File: config.mk
export PLATFORM = sky130hd
export DESIGN_NAME = hamming_codificador_tx
export DESIGN_NICKNAME = d
export VERILOG_FILES = /design/src/rtl/hamming_codificador_tx.sv
export SDC_FILE = /design/constraint.sdc
export NUM_CORES = 1
export LEC_CHECK = 0
export CORE_MARGIN = 4
export CORE_UTILIZATION = 44
export CTS_CLUSTER_DIAMETER = 40
export DETAILED_ROUTE_END_ITERATION = 8
export PLACE_DENSITY_LB_ADDON = 0.25
export SETUP_SLACK_MARGIN = 0.4
export SKIP_CTS_REPAIR_TIMING = 1
export SLEW_MARGIN = 40
export SYNTH_ARGS = -nofsm -noshare
export SYNTH_HDL_FRONTEND = slang
export SYNTH_SLANG_ARGS = --single-unit
File: constraint.sdc
create_clock -name clk_i -period 1.4 [get_ports clk_i]
set_input_delay 0.21 -clock clk_i [delete_from_list [all_inputs] [get_ports clk_i]]
set_output_delay 0.21 -clock clk_i [all_outputs]
set_load 0.01 [all_outputs]
File: src/rtl/hamming_codificador_tx.sv
// Hamming (7,4) transmitter: debounced send button captures the switches, encodes them,
// optionally flips one codeword bit, and offers the word on a valid/ready handshake.
module hamming_codificador_tx #(
    parameter int DEBOUNCE_CYCLES = 16
) (
    input  logic       clk_i,
    input  logic       rst_i,
    input  logic [3:0] dato_i,
    input  logic       enviar_i,
    input  logic [2:0] inyectar_i,
    input  logic       listo_i,
    output logic [6:0] palabra_o,
    output logic       valido_o,
    output logic       ocupado_o,
    output logic [7:0] cuenta_o
);

    localparam int CW = $clog2(DEBOUNCE_CYCLES + 1);

    typedef enum logic [1:0] {REPOSO, CODIFICA, ESPERA} estado_t;

    estado_t estado_q, estado_d;

    logic [3:0]    dato_s1_q, dato_s1_d, dato_s2_q, dato_s2_d;
    logic [2:0]    iny_s1_q, iny_s1_d, iny_s2_q, iny_s2_d;
    logic          env_s1_q, env_s1_d, env_s2_q, env_s2_d;
    logic [CW-1:0] cnt_q, cnt_d;
    logic          nivel_q, nivel_d;
    logic          pulso_q, pulso_d;
    logic [3:0]    dato_cap_q, dato_cap_d;
    logic [2:0]    iny_cap_q, iny_cap_d;
    logic [6:0]    palabra_q, palabra_d;
    logic [7:0]    cuenta_q, cuenta_d;
    logic [6:0]    codigo;
    logic [6:0]    mascara;
    logic          acepta;

    always_ff @(posedge clk_i) begin
        if (rst_i) estado_q <= REPOSO;
        else       estado_q <= estado_d;
    end

    always_comb begin
        estado_d = estado_q;
        case (estado_q)
            REPOSO:   if (pulso_q) estado_d = CODIFICA;
            CODIFICA: estado_d = ESPERA;
            ESPERA:   if (listo_i) estado_d = REPOSO;
            default:  estado_d = REPOSO;
        endcase
    end

    always_comb begin
        valido_o  = (estado_q == ESPERA);
        ocupado_o = (estado_q == CODIFICA) || (estado_q == ESPERA);
    end

    assign acepta = (estado_q == ESPERA) && listo_i;

    // Codeword positions 1..7 are palabra bits 0..6 = {p1, p2, d0, p3, d1, d2, d3}.
    always_comb begin
        codigo[0] = dato_cap_q[0] ^ dato_cap_q[1] ^ dato_cap_q[3];
        codigo[1] = dato_cap_q[0] ^ dato_cap_q[2] ^ dato_cap_q[3];
        codigo[2] = dato_cap_q[0];
        codigo[3] = dato_cap_q[1] ^ dato_cap_q[2] ^ dato_cap_q[3];
        codigo[4] = dato_cap_q[1];
        codigo[5] = dato_cap_q[2];
        codigo[6] = dato_cap_q[3];
        mascara   = (iny_cap_q != 3'd0) ? (7'd1 << (iny_cap_q - 3'd1)) : 7'd0;
    end

    always_comb begin
        dato_s1_d  = dato_i;
        dato_s2_d  = dato_s1_q;
        iny_s1_d   = inyectar_i;
        iny_s2_d   = iny_s1_q;
        env_s1_d   = enviar_i;
        env_s2_d   = env_s1_q;
        cnt_d      = cnt_q;
        nivel_d    = nivel_q;
        pulso_d    = 1'b0;
        dato_cap_d = dato_cap_q;
        iny_cap_d  = iny_cap_q;
        palabra_d  = palabra_q;
        cuenta_d   = cuenta_q;

        // Toggle on the edge where the counter would reach DEBOUNCE_CYCLES; pulse on rise only.
        if (env_s2_q == nivel_q) begin
            cnt_d = '0;
        end else if (cnt_q == CW'(DEBOUNCE_CYCLES - 1)) begin
            cnt_d   = '0;
            nivel_d = ~nivel_q;
            pulso_d = ~nivel_q;
        end else begin
            cnt_d = cnt_q + CW'(1);
        end

        if (estado_q == REPOSO && pulso_q) begin
            dato_cap_d = dato_s2_q;
            iny_cap_d  = iny_s2_q;
        end
        if (estado_q == CODIFICA) palabra_d = codigo ^ mascara;
        if (acepta)               cuenta_d  = cuenta_q + 8'd1;
    end

    always_ff @(posedge clk_i) begin
        if (rst_i) begin
            dato_s1_q  <= '0;
            dato_s2_q  <= '0;
            iny_s1_q   <= '0;
            iny_s2_q   <= '0;
            env_s1_q   <= 1'b0;
            env_s2_q   <= 1'b0;
            cnt_q      <= '0;
            nivel_q    <= 1'b0;
            pulso_q    <= 1'b0;
            dato_cap_q <= '0;
            iny_cap_q  <= '0;
            palabra_q  <= '0;
            cuenta_q   <= '0;
        end else begin
            dato_s1_q  <= dato_s1_d;
            dato_s2_q  <= dato_s2_d;
            iny_s1_q   <= iny_s1_d;
            iny_s2_q   <= iny_s2_d;
            env_s1_q   <= env_s1_d;
            env_s2_q   <= env_s2_d;
            cnt_q      <= cnt_d;
            nivel_q    <= nivel_d;
            pulso_q    <= pulso_d;
            dato_cap_q <= dato_cap_d;
            iny_cap_q  <= iny_cap_d;
            palabra_q  <= palabra_d;
            cuenta_q   <= cuenta_d;
        end
    end

    assign palabra_o = palabra_q;
    assign cuenta_o  = cuenta_q;

endmodule
==> metrics.cfg, run 1 <==
[die]
ioPinCount = 28
die_w_microns = 72.7
start_util_pct = 45.7
coreArea_sq_um = 4030
die-area_sq_um = 5290
dieHeight_microns = 72.7
fp-row-count = 23

[routing]
dr.pass1.iters = 4
drc = 0
routed-via-count = 1456
wire_per_inst_microns = 13.9
drtIter0Drc = 59
detail-route-antenna-nets = 0
viasPerCell = 5.14
routed_wl_microns = 3930

[sta]
fin_crit_sh_pct = 98.9
slew_viol_final = 0
tightest_slew_ps = 253
fin_skew_ps = 8.50
finalHoldViolCount = 0
period_minus_slack_ps = 1380
hold_slack_ps = 439
timing.fmax_ghz = 0.722
slew_headroom_pct = 83.1
setup_viol_count_final = 0
rsz0062_at_grt = yes

[setup_path]
criticalPathCategory = reg -> reg
endpoint_kind = register
start_kind = register
cpPeakStageDelay_ps = 400
arrival_ps = 1630
rrSetupSlack_ps = 20
worstPathRequired_ps = 1640
critPathSlowestCell = or3_4
worstRegToRegCells = 5
r2r-end = cnt_q[2]
critPathMaxFanout = 5
r2r-start = cnt_q[1]
crit_top_cell = ha_4
cp_cell_sequence = ha_4, and3_4, ha_4, or3_4, nor2_2
worstSetupStartpoint = cnt_q[1]

[finish]
area_growth_pct = 56.7
drive_gt1_share_pct = 52.4
nets = 251
seqCellArea_sq_um = 1000
fin_cells = 283
multiInputGateArea_sq_um = 1200
n_antenna_cell = 0
finish.instance_area_sq_um = 2890
fill_cells = 288

[grt]
grtUsageMet2_pct = 23.2
grt_pass1_wl_microns = 5280
gr-usage-all-layers_pct = 13.0
grt_overflow = 0
grt_pass1_vias = 1218
grt_max_degree = 27
use_met3_pct = 4.68
busiest_layer = met2
met1_usage_pct = 13.6
antenna_found_initial = 0

[run]
cap_violations = 0

[hold_path]
hold_class = reg -> reg
min_to = dato_s2_q[2]
hold_start = dato_s1_q[2]
holdPathStages = 1

[placed_design]
dp_hpwl_microns = 2390
place_area_sq_um = 2350
port_buffers = 27
place_congestion = 0.771
dp.cells = 266

[logic_synthesis]
syn_area_sq_um = 1840
synth-seq-cells = 47
yosysWarnings = 0
synth_cell_types = 25
synth_nets = 205
avgSynthCellArea_sq_um = 9.90
yosysSeqAreaShare_pct = 51.1
netlist_instances = 186

[power_and_ir_drop]
netSwitchingFraction_pct = 21.5
vdd_drop_max_mv = 0.629
seqPwrFrac_pct = 54.9
pwr-share-clk_pct = 41.7
p_leak_nw = 1.01
p_switching_mw = 0.527
power.internal_mw = 1.92
combPwrFrac_pct = 3.4
total_power_mw = 2.45
power_density_nw_per_um2 = 849

[clocking]
clkLatencyLatePin_ps = 310
root_buffer = clkbuf_8
clkTransAtPathRegs_ps = 90
ctsHtreeMaxLevel = 2
clkSinkCount = 47
numCtsBuffers = 5
cts_tree = done
clockBufferDepth = 2

[outcome]
status = complete, no violations

-- cell usage after synthesis --
library cell,n,area share [%]
a211oi_1,7,2.9
a21oi_1,15,4.1
and3_1,1,0.34
clkbuf_1,7,1.4
dfxtp_1,47,51
ha_1,8,5.4
inv_1,5,1.0
mux2i_1,1,0.54
nand2_1,11,2.2
nand3_1,13,3.5
nand3b_1,3,1.2
nand4_1,2,0.68
nor2_1,15,3.1
nor2b_1,18,6.1
nor3b_1,3,1.2
nor4bb_1,1,0.54
o21ai_0,5,1.4
o31ai_1,2,0.81
or3_1,4,1.4
or3b_1,2,0.95
or4_1,2,0.81
xnor2_1,2,0.95
xnor3_1,3,3.7
xor2_1,8,3.8
xor2_2,1,0.88
-- stage by stage --
| stage | setup TNS, ps | util, % | setup WS (ps) |
|---|---|---|---|
| floorplan | 0 | - | 18.9 |
| global placement | -545 | 58.3 | -117 |
| detailed placement | -896 | 58.3 | -186 |
| CTS | -1240 | 61.2 | -346 |
| global route | -27.9 | 71.6 | -12.5 |
| finish | 0 | 71.6 | 15.6 |
-- routing by layer --
metal | part of all wire (%) | routed length (microns) | vias up
li1 | - | - | 726
met1 | 38 | 1510 | 689
met2 | 54 | 2140 | 31
met3 | 4.4 | 174 | 10
met4 | 2.7 | 108 | 0
met5 | 0 | 0 | -
-- power by group through the flow --
stage	sequential, mW	combinational [mW]	clock (mW)
2_1_floorplan	1.39	0.0323	0
3_3_place_gp	1.39	0.0720	0
3_5_place_dp	1.39	0.0746	0
4_1_cts	1.36	0.0745	1.04
5_1_grt	1.35	0.0907	1.09
6_report	1.34	0.0838	1.02
-- flip-flops by register name (all words and copies together), names as in the netlist, 2 cells and up --
name,flops
cuenta_o,8
palabra_o,7
cnt_q,5
dato_cap_q,4
dato_s1_q,4
dato_s2_q,4
iny_cap_q,3
iny_s1_q,3
iny_s2_q,3
estado_q,2
-- worst max path at each step --
stage	to	slack, ps	depth (start not counted)
2_1_floorplan	estado_q[0]	20	6
3_3_place_gp	cuenta_o[4]	-120	5
3_5_place_dp	cuenta_o[6]	-190	5
4_1_cts	ocupado_o	-350	3
5_1_grt	cuenta_o[7]	-10	5
6_report	cnt_q[2]	20	5
-- worst max-delay path, delay by kind of cell, from the launching register on --
kind | cells | cell delay, ps
adder cells (fa/ha/maj) | 2 | 320
flip-flops | 1 | 340
AND/OR/NAND/NOR | 3 | 670
-- cells in the final DEF, fill, tap and decap left out, drive strengths merged, types with 2 or more instances in the layout --
cell / n
a211oi: 7
a21oi: 15
buf: 33
clkbuf: 8
clkdlybuf4s50: 10
dfxtp: 47
ha: 8
inv: 6
nand2: 11
nand3: 13
nand3b: 3
nand4: 2
nor2: 15
nor2b: 18
nor3b: 3
o21ai: 5
o31ai: 2
or3: 4
or3b: 2
or4: 2
xnor2: 2
xnor3: 3
xor2: 9
-- cell families after synthesis --
logic type	synth area share, %
simple gates	22.1
flops	51.1
compound gates	9.10
xor+xnor	9.31
buf+inv	2.45
fa+ha+maj	5.43
mux	0.543
-- cell type report --
| class | count | share of cell area [%] |
|---|---|---|
| sequential | 47 | 34.6 |
| multi-input combinational | 127 | 41.7 |
| tap | 50 | 2.17 |
| clock buffer | 5 | 2.38 |
| timing repair buffer | 46 | 16.6 |
| inverter | 5 | 0.824 |
| clock inverter | 3 | 1.65 |
Note: power is estimated with default switching activity, not from simulation.
==> inputs of run 2 (changes only) <==
--- a/config.mk
+++ b/config.mk
@@ -9,7 +9,7 @@
 export CORE_UTILIZATION = 44
 export CTS_CLUSTER_DIAMETER = 40
 export DETAILED_ROUTE_END_ITERATION = 8
-export PLACE_DENSITY_LB_ADDON = 0.25
+export PLACE_DENSITY = 0.78
 export SETUP_SLACK_MARGIN = 0.4
 export SKIP_CTS_REPAIR_TIMING = 1
 export SLEW_MARGIN = 40
==> run 2 against run 1 <==
Against the previous run:
- flip-flop and latch count unchanged
- die area unchanged
- critical path depth unchanged
- register-to-register slack better by 40 ps
- fmax up 3.1%
- clock skew down 1.6 ps
- core utilization down 7.2 points
- via count down 5.7%
- largest cell class unchanged
==> metrics.cfg, run 2 (same netlist as run 1, synthesis figures left out) <==
[outcome]
status = complete, no violations

[sta]
slew_viol_final = 0
setup_viol_count_final = 0
tightest_slew_ps = 245
rsz0062_at_grt = yes
fin_ws_ps = 56.7
timing.fmax_ghz = 0.744
period_minus_slack_ps = 1340
fin_crit_sh_pct = 95.9
finalHoldViolCount = 0
fin_skew_ps = 6.89
finalSetupTns_ps = 0
slew_headroom_pct = 83.7

[die]
start_util_pct = 45.7
fp-row-count = 23
ioPinCount = 28
die_w_microns = 72.7
coreArea_sq_um = 4030
die-area_sq_um = 5290
dieHeight_microns = 72.7

[finish]
area_growth_pct = 40.9
nets = 250
n_antenna_cell = 0
fill_cells = 331
largest_reg_flops = 8
seqCellArea_sq_um = 987
final_cell_mix = 24 x dfxtp_1, 17 x nor2b_1, 16 x dfxtp_2, 15 x a21oi_1, 13 x buf_4
postLayoutCoreUtil_pct = 64.4
finish.instance_area_sq_um = 2590
multiInputGateArea_sq_um = 1050
fin_cells = 282
final_common_cell = dfxtp_1
drive_gt1_share_pct = 38.4

[grt]
gr-usage-all-layers_pct = 12.6
grt_pass1_vias = 1192
grt_pass1_wl_microns = 5180
grt_max_degree = 34
grt_overflow = 0
antenna_found_initial = 0

[placed_design]
dp_hpwl_microns = 2270
post-place-ws_ps = -195
place_congestion = 0.809
dp.cells = 265
place_area_sq_um = 2330
port_buffers = 27

[clocking]
ctsHtreeMaxLevel = 2
clkSinkCount = 47
cts_tree = done
clockBufferDepth = 2
root_buffer = clkbuf_8
clkTransAtPathRegs_ps = 90
numCtsBuffers = 5
clkLatencyLatePin_ps = 300

[power_and_ir_drop]
vdd_drop_max_mv = 0.566
p_leak_nw = 0.978
power_density_nw_per_um2 = 879

[routing]
drtIter0Drc = 67
routed_wl_microns = 3420
drc = 0
detail-route-antenna-nets = 0
wire_per_inst_microns = 12.1
viasPerCell = 4.87
routed-via-count = 1373
dr.pass1.iters = 4

[hold_path]
holdPathStages = 1
hold_class = reg -> reg

[setup_path]
start_kind = register
worstPathRequired_ps = 1640
criticalPathCategory = reg -> reg
rrSetupSlack_ps = 60
worstRegToRegCells = 5
critPathMaxFanout = 5
arrival_ps = 1590
endpoint_kind = register

[run]
cap_violations = 0

[run 2: critical path, cell delays in order, from the launching register on]
cell and delay (ps):
dfxtp_2 350, ha_4 150, and3_4 150, ha_4 160, or3_4 370, nor2_1 110
[run 2: per-layer routing]
layer,GRT usage (%),part of all wire [%],vias up
li1,-,-,727
met1,14.6,45,615
met3,4.13,3.8,5
met2,21.2,50,26
met4,5.53,1.3,0
met5,0,0,-
[run 2: path summary, 6_finish.rpt]
kind / startpoint / to
setup / recovery: cnt_q[0] / cnt_q[0]
hold reg to reg: cnt_q[0] / cnt_q[0]
setup reg to reg: cnt_q[0] / cnt_q[0]
hold / removal: cnt_q[0] / cnt_q[0]
[run 2: final cells by class]
type / instances / area share (%)
Clock buffer: 6 / 3.18
Tap cell: 50 / 2.41
Timing Repair Buffer: 45 / 14.4
Multi-Input combinational cell: 127 / 40.4
Sequential cell: 47 / 38.0
Clock inverter: 2 / 0.627
Inverter: 5 / 0.916
[run 2: where the power goes]
part / switching, mW / internal (mW)
logic: 0.0318 / 0.0472
clock network: 0.449 / 0.403
registers: 0.00696 / 1.34
[run 2: per-stage QoR]
| step | hold WS (ps) | power (mW) |
|---|---|---|
| after floorplan | 282 | 1.42 |
| after detailed placement | 420 | 1.47 |
| after CTS | 440 | 2.31 |
| after global routing | 435 | 2.37 |
| after global placement | 417 | 1.46 |
| final | 436 | 2.28 |
==> inputs of run 3 (changes only) <==
--- a/config.mk
+++ b/config.mk
@@ -6,10 +6,11 @@
 export NUM_CORES = 1
 export LEC_CHECK = 0
 export CORE_MARGIN = 4
-export CORE_UTILIZATION = 44
-export CTS_CLUSTER_DIAMETER = 40
+export CORE_UTILIZATION = 47
+export CTS_CLUSTER_DIAMETER = 30
 export DETAILED_ROUTE_END_ITERATION = 8
-export PLACE_DENSITY = 0.78
+export PLACE_DENSITY = 0.82
+export RECOVER_POWER = 50
 export SETUP_SLACK_MARGIN = 0.4
 export SKIP_CTS_REPAIR_TIMING = 1
 export SLEW_MARGIN = 40
==> run 3 against run 2 <==
Against the previous run:
- sequential power barely moved
- combinational power rose by 3.4%
- critical path type unchanged
- highest routed layer unchanged
- first-iteration DRC count fell by 30%
- critical endpoint is now cuenta_o[5]
- largest power group unchanged
- power rose by 12%
==> metrics.cfg, run 3 (same netlist as run 1, synthesis figures left out) <==
[outcome]
status = complete, no violations

[placed_design]
dp_hpwl_microns = 2140
place_congestion = 0.792
port_buffers = 27

[sta]
period_minus_slack_ps = 1400
tightest_slew_ps = 294
slew_viol_final = 0
timing.fmax_ghz = 0.717
finalHoldViolCount = 0
finalSetupTns_ps = 0
setup_viol_count_final = 0
slew_headroom_pct = 80.4
fin_crit_sh_pct = 99.7
fin_skew_ps = 8.10
rsz0062_at_grt = yes

[clocking]
numCtsBuffers = 5
cts_tree = done
root_buffer = clkbuf_8
clkLatencyLatePin_ps = 300
clockBufferDepth = 2
clkSinkCount = 47
clkTransAtPathRegs_ps = 80
ctsHtreeMaxLevel = 2

[grt]
grt_pass1_vias = 1239
grt_pass1_wl_microns = 5490
grt_overflow = 0
gr-usage-all-layers_pct = 13.8
antenna_found_initial = 0
grt_max_degree = 43

[die]
start_util_pct = 49.6
die_w_microns = 70.6
die-area_sq_um = 4980
coreArea_sq_um = 3720
ioPinCount = 28
fp-row-count = 22
dieHeight_microns = 70.6

[finish]
final_cell_mix = 25 x dfxtp_1, 16 x nor2b_1, 16 x buf_4, 14 x dfxtp_4
drive_gt1_share_pct = 48.7
largest_reg_flops = 8
seqCellArea_sq_um = 1000
postLayoutCoreUtil_pct = 76.3
multiInputGateArea_sq_um = 1150
n_antenna_cell = 0
fill_cells = 230
area_growth_pct = 54.0
final_common_cell = dfxtp_1
nets = 256

[routing]
drc = 0
viasPerCell = 5.16
detail-route-antenna-nets = 0
routed-via-count = 1476
routed_wl_microns = 4270
drtIter0Drc = 47
wire_per_inst_microns = 14.9
dr.pass1.iters = 5

[setup_path]
worstPathRequired_ps = 1630
r2r-start = estado_q[0]
critPathTopFamily = simple AND/OR/NAND/NOR gates
r2r-end = cuenta_o[5]
endpoint_kind = register
critPathMaxFanout = 5
critPathSlowestCell = or4_4
arrival_ps = 1630
critical_path_buf_inv_count = 1
start_kind = register
criticalPathCategory = reg -> reg
cp_cell_sequence = inv_4, ha_4, nand2_4, or4_4, a21oi_2
rrSetupSlack_ps = 5
cpPeakStageDelay_ps = 500
worstRegToRegCells = 5

[power_and_ir_drop]
p_leak_nw = 1.00
power_density_nw_per_um2 = 904
vdd_drop_max_mv = 0.737
total_power_mw = 2.56

[hold_path]
holdPathStages = 1
hold_start = iny_s1_q[0]
min_to = iny_s2_q[0]
hold_class = reg -> reg

[run]
cap_violations = 0

==> run 3: per-stage QoR <==
stage | area (sq um) | cells | hold slack, ps | setup slack (ps)
2_1_floorplan | 1970 | 186 | 282 | 18.9
3_3_place_gp | 2330 | 262 | 418 | -138
3_5_place_dp | 2330 | 262 | 428 | -195
4_1_cts | 2460 | 270 | 440 | -338
5_1_grt | 2840 | 286 | 451 | -33.8
6_report | 2840 | 286 | 437 | 4.87
==> run 3: final cells by class <==
cell class / count / area share [%]
inverters: 5 / 0.838
repair buffers: 51 / 16.5
clock buffers: 6 / 2.56
well taps: 48 / 2.12
clock inverters: 2 / 2.12
flip-flops and latches: 47 / 35.4
multi-input cells: 127 / 40.5
==> run 3: report_power, final <==
part           internal, mW  switching [mW]  leakage, nW
Sequential             1.33         0.00702        0.398
Clock                 0.713           0.432       0.0654
Combinational        0.0462          0.0355        0.539
Total                  2.09           0.474         1.00
==> run 3: layer usage <==
metal  vias up  wire length (microns)  global-route usage [%]
met3         9                    183                    3.55
met4         0                     74                    7.52
met5         -                      0                       0
met1       695                   1800                    17.2
li1        738                      -                       -
met2        34                   2210                    21.7
==> run 3: how the worst max path moves through the flow <==
stage	slack, ps	to	cells past startpoint	from
finish	5	cuenta_o[5]	5	estado_q[0]
global route	-30	estado_q[1]	5	estado_q[1]
CTS	-340	ocupado_o	3	estado_q[1]
detailed placement	-190	cuenta_o[7]	4	listo_i
global placement	-140	cuenta_o[7]	4	listo_i
floorplan	20	estado_q[0]	6	estado_q[1]
==> run 3: worst register-to-register path, cell delays in order (launching register included) <==
cell,delay [ps]
dfxtp_2,340
inv_4,80
ha_4,190
nand2_4,90
or4_4,500
a21oi_2,130
